[config.mk]
export PLATFORM = sky130hd
export DESIGN_NAME = reg_file_sb
export DESIGN_NICKNAME = d
export VERILOG_FILES = /design/src/rtl/reg_pkg.sv /design/src/rtl/reg_file_sb_tracker.sv /design/src/rtl/reg_file_sb.sv
export SDC_FILE = /design/constraint.sdc
export NUM_CORES = 1
export LEC_CHECK = 0
export ABC_AREA = 1
export BUFFER_PORTS_ARGS = -buffer_cell sky130_fd_sc_hd__buf_2
export CAP_MARGIN = 20
export CELL_PAD_IN_SITES_DETAIL_PLACEMENT = 0
export CELL_PAD_IN_SITES_GLOBAL_PLACEMENT = 1
export CORE_MARGIN = 2
export CORE_UTILIZATION = 35
export DETAILED_ROUTE_END_ITERATION = 10
export GPL_TIMING_DRIVEN = 0
export PLACE_DENSITY = 0.77
export SETUP_SLACK_MARGIN = 0.05
export SYNTH_ARGS = -nofsm -noshare
export SYNTH_HDL_FRONTEND = slang
export SYNTH_SLANG_ARGS = --single-unit
export TNS_END_PERCENT = 20
[constraint.sdc]
create_clock -name clk -period 2.8 [get_ports clk]
set_input_delay 0 -clock clk [delete_from_list [all_inputs] [get_ports clk]]
set_output_delay 0 -clock clk [all_outputs]
set_load 0.01 [all_outputs]
[src/rtl/reg_pkg.sv]
// Shared types and defaults for the 16-bit core register file and its scoreboard.
package reg_pkg;

    localparam int unsigned WIDTH_DEFAULT = 16;
    localparam int unsigned NREGS_DEFAULT = 8;
    localparam int unsigned AW_DEFAULT    = $clog2(NREGS_DEFAULT);

    typedef logic [WIDTH_DEFAULT-1:0] word_t;
    typedef logic [AW_DEFAULT-1:0]    regaddr_t;

    // Architectural zero register: never written, never marked busy.
    localparam int unsigned ZERO_REG = 0;

endpackage

[src/rtl/reg_file_sb_tracker.sv]
// Pending-write scoreboard: busy vector, RAW/WAW stall generation and busy count.
module sb_tracker
    import reg_pkg::*;
#(
    parameter  int unsigned NREGS = NREGS_DEFAULT,
    localparam int unsigned AW    = $clog2(NREGS)
) (
    input  logic          clk,
    input  logic          nReset,
    input  logic [AW-1:0] rdAddrA,
    input  logic          rdEnA,
    input  logic [AW-1:0] rdAddrB,
    input  logic          rdEnB,
    input  logic          issueEn,
    input  logic [AW-1:0] issueDst,
    input  logic          wrEn,
    input  logic [AW-1:0] wrAddr,
    output logic          stall,
    output logic [AW:0]   pendingCnt
);

    logic [NREGS-1:0] busy_q, busy_d;
    logic [AW:0]      pending_cnt_q, pending_cnt_d;

    logic wr_hit_a, wr_hit_b, wr_hit_dst;
    logic haz_a, haz_b, waw;
    logic dst_nonzero, issue_ok, set_fire, set_eff, clear_eff;

    // Hazard detection; a writeback landing this cycle resolves the hazard via bypass.
    always_comb begin
        wr_hit_a    = wrEn && (wrAddr == rdAddrA);
        wr_hit_b    = wrEn && (wrAddr == rdAddrB);
        wr_hit_dst  = wrEn && (wrAddr == issueDst);
        dst_nonzero = (issueDst != AW'(ZERO_REG));

        haz_a = rdEnA && busy_q[rdAddrA] && !wr_hit_a;
        haz_b = rdEnB && busy_q[rdAddrB] && !wr_hit_b;
        waw   = issueEn && dst_nonzero && busy_q[issueDst] && !wr_hit_dst;

        stall    = issueEn && (haz_a || haz_b || waw);
        issue_ok = issueEn && !stall;
        set_fire = issue_ok && dst_nonzero;
    end

    // Next busy vector: clear from writeback first, then set from issue so set wins.
    always_comb begin
        busy_d = busy_q;
        if (wrEn) begin
            busy_d[wrAddr] = 1'b0;
        end
        if (set_fire) begin
            busy_d[issueDst] = 1'b1;
        end
        busy_d[ZERO_REG] = 1'b0;
    end

    // Incremental popcount: a clear re-set in the same cycle and a set of a busy reg are no-ops.
    always_comb begin
        set_eff   = set_fire && !busy_q[issueDst];
        clear_eff = wrEn && busy_q[wrAddr] && !(set_fire && wr_hit_dst);

        pending_cnt_d = pending_cnt_q;
        unique case ({set_eff, clear_eff})
            2'b10:   pending_cnt_d = pending_cnt_q + (AW+1)'(1);
            2'b01:   pending_cnt_d = pending_cnt_q - (AW+1)'(1);
            default: pending_cnt_d = pending_cnt_q;
        endcase
    end

    always_ff @(posedge clk) begin
        if (!nReset) begin
            busy_q        <= '0;
            pending_cnt_q <= '0;
        end else begin
            busy_q        <= busy_d;
            pending_cnt_q <= pending_cnt_d;
        end
    end

    assign pendingCnt = pending_cnt_q;

endmodule

[src/rtl/reg_file_sb.sv]
// Two-read / one-write register file with write-through bypass, R0 hardwired to zero,
// and an attached pending-write scoreboard driving the decode stall.
module reg_file_sb
    import reg_pkg::*;
#(
    parameter  int unsigned WIDTH = WIDTH_DEFAULT,
    parameter  int unsigned NREGS = NREGS_DEFAULT,
    localparam int unsigned AW    = $clog2(NREGS)
) (
    input  logic             clk,
    input  logic             nReset,
    input  logic [AW-1:0]    rdAddrA,
    input  logic             rdEnA,
    output logic [WIDTH-1:0] rdDataA,
    input  logic [AW-1:0]    rdAddrB,
    input  logic             rdEnB,
    output logic [WIDTH-1:0] rdDataB,
    input  logic             issueEn,
    input  logic [AW-1:0]    issueDst,
    input  logic             wrEn,
    input  logic [AW-1:0]    wrAddr,
    input  logic [WIDTH-1:0] wrData,
    output logic             stall,
    output logic [AW:0]      pendingCnt
);

    if (NREGS < 2 || (NREGS & (NREGS - 1)) != 0) begin : g_bad_nregs
        $error("reg_file_sb: NREGS must be a power of two and at least 2");
    end

    logic [WIDTH-1:0] regs_q [NREGS];
    logic [WIDTH-1:0] regs_d [NREGS];
    logic             wr_ok;

    // Write port; writes addressed to R0 are dropped.
    always_comb begin
        regs_d = regs_q;
        wr_ok  = wrEn && (wrAddr != AW'(ZERO_REG));
        if (wr_ok) begin
            regs_d[wrAddr] = wrData;
        end
    end

    always_ff @(posedge clk) begin
        if (!nReset) begin
            regs_q <= '{default: '0};
        end else begin
            regs_q <= regs_d;
        end
    end

    // Read muxes: R0 forces zero, otherwise same-cycle writeback bypasses storage.
    always_comb begin
        if (rdAddrA == AW'(ZERO_REG)) begin
            rdDataA = '0;
        end else if (wrEn && (wrAddr == rdAddrA)) begin
            rdDataA = wrData;
        end else begin
            rdDataA = regs_q[rdAddrA];
        end

        if (rdAddrB == AW'(ZERO_REG)) begin
            rdDataB = '0;
        end else if (wrEn && (wrAddr == rdAddrB)) begin
            rdDataB = wrData;
        end else begin
            rdDataB = regs_q[rdAddrB];
        end
    end

    sb_tracker #(
        .NREGS (NREGS)
    ) u_sb_tracker (
        .clk        (clk),
        .nReset     (nReset),
        .rdAddrA    (rdAddrA),
        .rdEnA      (rdEnA),
        .rdAddrB    (rdAddrB),
        .rdEnB      (rdEnB),
        .issueEn    (issueEn),
        .issueDst   (issueDst),
        .wrEn       (wrEn),
        .wrAddr     (wrAddr),
        .stall      (stall),
        .pendingCnt (pendingCnt)
    );

endmodule

Yosys cells after proc, flatten, opt, wreduce, memory -nomap -nowiden --
Index checks and enable logic that the tools add are counted.
Cells by class: add/sub/neg operators 2, magnitude comparators 10, eq/ne operators 5, multiplexer cells 28, bitwise logic cells 6, reduce and logical (&&, ||, !) cells 34
Operators with widths (number):
- $mux 16 | 9
- $bwmux 128 | 1
- $bmux 16 s3 | 2
- $demux 16 s3 | 1
- $logic_and 1x1->1 | 21
- $lt 3x4->1 const B | 4
- $mux 8 | 2
- $bmux 1 s3 | 4
- $ge 4x4->1 const B | 3
- $not 3->4 | 3
- $eq 3x3->1 | 3
- $and 8x8->8 | 1
- $not 8->8 | 1
- $or 8x8->8 | 1
- $pmux 4 s2 | 1
- $demux 1 s3 | 2
- $ge 3x1->1 const B | 2
- $logic_not 1->1 | 6
- $logic_not 3->1 | 2
- $mux 1 | 6
- $reduce_bool 3->1 | 2
- $add 4x1->4 const B | 1
- $lt 4x1->1 const B | 1
- $sub 4x1->4 const B | 1
- 4 further kinds | 5
Storage, ports and cells: bits in registers 140, bits of input ports 34, output and inout bits 37, logic and storage cells 96

Depth between registers and ports, before layout --
depth in word-level cells 15, depth in mapped cells 21, mapped depth without buffers 20

Hierarchy --
Synthesis repeated with hierarchy kept, for this count alone.
Second synthesis, totals: cell total of the unflattened synthesis 1355, area total of the unflattened synthesis 8176.6 sq um
By module, submodules not included:
- reg_file_sb | instances 1, cells an instance 1167, area an instance 7075.5 sq um, sequential area each 2562.5 sq um
- sb_tracker | instances 1, cells an instance 188, area an instance 1101.1 sq um, sequential area each 220.2 sq um

Worst setup path before layout --
Ideal clock, no wire load.
path kind reg-to-reg, start point reg u_sb_tracker.busy_q[2], end point reg u_sb_tracker.pending_cnt_q[3] (netlist: u_sb_tracker.pendingCnt[3]), setup time 122 ps, arrival 2224 ps, data required time 2678 ps, path slack 453 ps, cell stages (with the launch flop) 21, buffers on the path 0, period minus slack after synthesis 2347 ps, cell sequence dfxtp_1 inv_1 nand2_1 nand3_1 nand2_1 nand2_1 nand2_1 nand2_1 nand2_2 nor2_4 nand2_1 nor2_1 nor2_1 ha_1 ha_1 a21oi_1 nand2_1 a21oi_1 o21ai_0 o21ai_0 a21oi_1
On the way: cells in the longest elaborated chain, start to end 15, elaborated cells between the ends (all ways) 30, classes of those cells eq/ne (2); mux (9); reduce/logical (19)
RTL lines:
- start, declared | line reg_file_sb_tracker.sv:22 | logic [NREGS-1:0] busy_q, busy_d;
- start signal, assigned | line reg_file_sb_tracker.sv:75 | busy_q <= busy_d;
- $bmux 1 s3, on equally long branches | line reg_file_sb_tracker.sv:36, reg_file_sb_tracker.sv:37
- $mux 1, on equally long branches | line reg_file_sb_tracker.sv:36, reg_file_sb_tracker.sv:37
- $logic_and 1x1->1, on equally long branches (2 in a row) | line reg_file_sb_tracker.sv:36, reg_file_sb_tracker.sv:37
- $logic_or 1x1->1 (2 in a row) | line reg_file_sb_tracker.sv:40 | stall = issueEn && (haz_a || haz_b || waw);
- $logic_and 1x1->1 | line reg_file_sb_tracker.sv:40
- $logic_not 1->1 | line reg_file_sb_tracker.sv:41 | issue_ok = issueEn && !stall;
- $logic_and 1x1->1 | line reg_file_sb_tracker.sv:41
- $logic_and 1x1->1 | line reg_file_sb_tracker.sv:42 | set_fire = issue_ok && dst_nonzero;
- $logic_and 1x1->1 | line reg_file_sb_tracker.sv:60 | clear_eff = wrEn && busy_q[wrAddr] && !(set_fire && wr_hit_dst);
- $logic_not 1->1 | line reg_file_sb_tracker.sv:60
- $logic_and 1x1->1 | line reg_file_sb_tracker.sv:60
- $eq 2x1->1 or $eq 2x2->1 (tied branches) | line reg_file_sb_tracker.sv:63 | unique case ({set_eff, clear_eff})
- $pmux 4 s2 or $reduce_bool 2->1 (tied branches)
- end signal, assigned | line reg_file_sb_tracker.sv:76 | pending_cnt_q <= pending_cnt_d;
- end, declared | line reg_file_sb_tracker.sv:23 | logic [AW:0] pending_cnt_q, pending_cnt_d;
Parallel ways exist; a longest one is shown, timed or not. The select of a mux whose other input is x is not followed. A chain may end at the register's enable or synchronous reset.

Worst setup path in the final report --
start point reg u_sb_tracker.busy_q[3], end point reg u_sb_tracker.pending_cnt_q[3] (netlist: u_sb_tracker.pendingCnt[3])
Same word-level chain as after synthesis.

==> metrics.md <==
| Metric | Value |
|---|---|
| Status | complete, but fails checks |
| Violated checks | negative hold slack |
| Netlist cell types | 33 |
| Top_reg_cell synth | dfxtp_1 |
| Total power draw | 0.005268 W |
| Worst path buffer plus inverter count | 1 |
| GR Layer Usage met2 | 47.09% |
| DR vias/cell | 5.701 |
| Top cell type's share of synthesized area | 35.10% |
| Register area | 2784 um2 |
| CTS tree | done |
| CP Launch Type | register |
| Avg Cell Area, Syn | 6.282 um2 |
| Clock Path Buffers | 2 |
| Normalized max-slew margin | 23.91% |
| Leak pwr | 3.865 nW |
| Routed WL | 35,900 um |
| Largest area contributor in the synthesized netlist | dfxtp_1 |
| Row cnt | 55 |
| Initial cell density of the core | 35.34% |
| Critical-path cell list | inv_1, nand2_1, nand3_1, nand2_1, nand2_1, nand2_1, nand2_1, nand2_2, nor2_4, nand2_1, nor2_1, nor2_1, ha_2, ha_4, a21oi_1, nand2_1, a21oi_1, o21ai_1, o21ai_1, a21oi_1 |
| Syn nets | 1,300 |
| Via Count | 9,310 |
| Placer congestion estimate | 0.9699 |
| CORE AREA | 22,430 um2 |
| Routing usage on met1 | 42.15% |
| Reg2reg path depth | 20 |
| Reg2reg end | u_sb_tracker.pendingCnt[3] |
| Register bit total from synthesis | 139 |
| Hold Path Depth | 5 |
| Clock sink count | 139 |
| Flop-to-flop setup slack | 340 ps |
| RSZ-0062 raised after global routing | false |
| FMAX | 406.4 MHz |
| Worst slew pin tran | 1133 ps |
| Final hold vios | 1 |
| Worst-Skew Late Latency | 440 ps |
| Die H | 154.5 um |
| Fin crit period | 2461 ps |
| Maximum ir drop on the vdd rail | 245.7 uV |
| Final Cycle Share | 87.89% |
| Largest cells by area after synthesis | dfxtp_1 (35%), o21ai_0 (12%), nor2_1 (10%), nand2_1 (9.8%), a21oi_1 (7.8%) |
| Synth Instances | 1,262 |
| Synth warn | 0 |
| Clock Pin Slew Worst Setup and Hold Paths | 60 ps |
| Number of CTS-inserted buffers | 17 |
| Final setup fails | 0 |
| Critical Path AT | 2790 ps |
| RR Startpoint | u_sb_tracker.busy_q[3] |
| Final cell utilization of the core | 40.96% |
| Slowest CP cell | dfxtp_1 |
| Die width | 154.5 um |
| Multi-input gate area | 4359 um2 |
| Crit. End Element | register |
| Initial drt markers | 1,235 |
| Synth Cell Area | 7928 um2 |
| Number of synthesized flops with an enable pin | 0 |
| Routing usage on met3 | 4.623% |
| Dpl hpwl | 25,320 um |
| Placement Setup Slack | -239.7 ps |
| Hold path endpoint | u_sb_tracker.busy_q[7] |
| Full die area | 23,870 um2 |
| CP delay by family, top | simple AND/OR/NAND/NOR gates |
| Most common cell in the netlist | nor2_1 |
| Fin. max-slew vios | 0 |
| Crit Path Max Fanout | 5 |
| GR Util All Layers | 29.94% |
| Fin nets | 1,374 |
| Port bufs | 49 |
| Pwr Density | 573.2 nW/um2 |
| Crit path largest cell delay | 420 ps |
| Total grt overflow | 0 |
| First-pass GRT wire length | 53,460 um |
| Hold Slack | -4.547 ps |
| Final worst slack | 339.1 ps |
| Root buf cell | clkbuf_16 |
| Area grow syn2layout | 15.92% |
| Worst min path class | primary input to register |
| DRC violation count after routing | 0 |
| Most frequent CP cell | nand2_1 |
| Setup TNS | 0 ps |
| Worst clock skew | 6.414 ps |
| Critical path class | register to register |
| Vias in the first global route | 8,547 |
| # IOs | 71 |
| Ys async rst share | 0% |
| Hold_sp | issueEn |
| ANT cells | 0 |
| Seq/Total Area, Yosys | 35.10% |
| Data required time of the worst path | 3130 ps |
| Synth top cells by count | nor2_1 (218), nand2_1 (206), o21ai_0 (187), dfxtp_1 (139), a21oi_1 (124) |
| Initial antenna violation count | 0 |
| H-tree Lvls | 4 |
| Proportion of layout cells with a drive suffix above 1 | 10.83% |
| GRT Max-Usage Layer | met2 |
| Pin count of the biggest net entering global routing | 17 |
| Number of max-cap violations | 0 |
| Drt wl/cell | 21.99 um |
| Fill cells | 2,415 |
| Pre-antenna DRT Iters | 8 |
| Final ANT Viol Nets | 0 |
worst reg2reg max path, stage by stage, from the launching register on:
cell and delay (ps):
dfxtp_1 420, inv_1 80, nand2_1 70, nand3_1 70
nand2_1 80, nand2_1 40, nand2_1 70, nand2_1 60
nand2_2 130, nor2_4 60, nand2_1 50, nor2_1 40
nor2_1 100, ha_2 250, ha_4 230, a21oi_1 130
nand2_1 80, a21oi_1 110, o21ai_1 90, o21ai_1 130
a21oi_1 60
state kept, by name (all words and copies together), names as in the netlist:
register / cells
u_sb_tracker.busy_q: 7
u_sb_tracker.pendingCnt: 4
regs_q: 128
logic make-up (layout without fill, tap and decap cells):
family / Yosys count / after routing / synth area share, %
simple gates: 562 / 562 / 29.32
compound gates: 362 / 362 / 24.64
buf+inv: 194 / 280 / 10.10
flops: 139 / 139 / 35.10
fa+ha+maj: 4 / 4 / 0.7261
xor+xnor: 1 / 1 / 0.1105
area by class of cell:
cell class | instances | area share (%)
inverters | 89 | 3.635
plain buffers | 105 | 5.078
clock buffers | 20 | 5.078
well taps | 285 | 3.880
clock inverters | 11 | 1.307
multi-input cells | 929 | 47.43
repair buffers | 55 | 3.295
flip-flops and latches | 139 | 30.29
cell usage in the layout (no fill, tap or decap), types with 4 or more instances in the layout:
master and count:
buf_1 16, a21oi_1 124, inv_2 11, a31oi_1 14, o21ai_0 185, clkbuf_1 50
a311oi_1 16, inv_1 76, a211oi_1 11, nand3_1 109, clkbuf_16 17, nand2_1 206
nor2_1 218, o22ai_1 4, buf_2 83, dlygate4sd3_1 5, dfxtp_1 138, nand4_1 7
nor3_1 13, clkinv_2 4
metal layers:
metal | part of all wire, % | up-vias | wire length (um)
li1 | - | 4345 | -
met1 | 43 | 4367 | 15510
met2 | 44 | 527 | 15850
met3 | 9.9 | 71 | 3550
met4 | 2.8 | 0 | 990
met5 | 0 | - | 0
worst max-delay path by stage:
stage                     slack [ps]                          to              startpoint  depth (start not counted)
after global placement          -200  u_sb_tracker.pendingCnt[3]               wrAddr[0]                         16
after global routing              60  u_sb_tracker.pendingCnt[3]  u_sb_tracker.busy_q[3]                         20
final                            340  u_sb_tracker.pendingCnt[3]  u_sb_tracker.busy_q[3]                         20
after floorplan                  450  u_sb_tracker.pendingCnt[3]  u_sb_tracker.busy_q[2]                         20
after detailed placement        -240  u_sb_tracker.pendingCnt[3]               wrAddr[0]                         16
after CTS                        110  u_sb_tracker.pendingCnt[3]  u_sb_tracker.busy_q[2]                         20
per-stage QoR:
stage,instances,hold slack [ps],cell area [um2]
global route,1633,42.40,9190
floorplan,1262,111.5,7928
global placement,1596,310.8,8529
detailed placement,1596,314.5,8529
finish,1633,-4.547,9190
CTS,1633,9.335,9174
timing repair:
| item | CTS | global route |
|---|---|---|
| pin swaps | 1 | 0 |
| hold buffers | 5 | 0 |
| setup buffers | 1 | 0 |
| gates resized for setup | 0 | 6 |
| endpoints found under the setup margin | 1 | 1 |
| endpoints found under the hold margin | 6 | 0 |
power breakdown:
part / internal [W] / switching (W)
Combinational: 0.000253 / 0.000627
Sequential: 0.00204 / 0.0000471
Clock: 0.00137 / 0.000926
(Power assumes the default switching activity.)
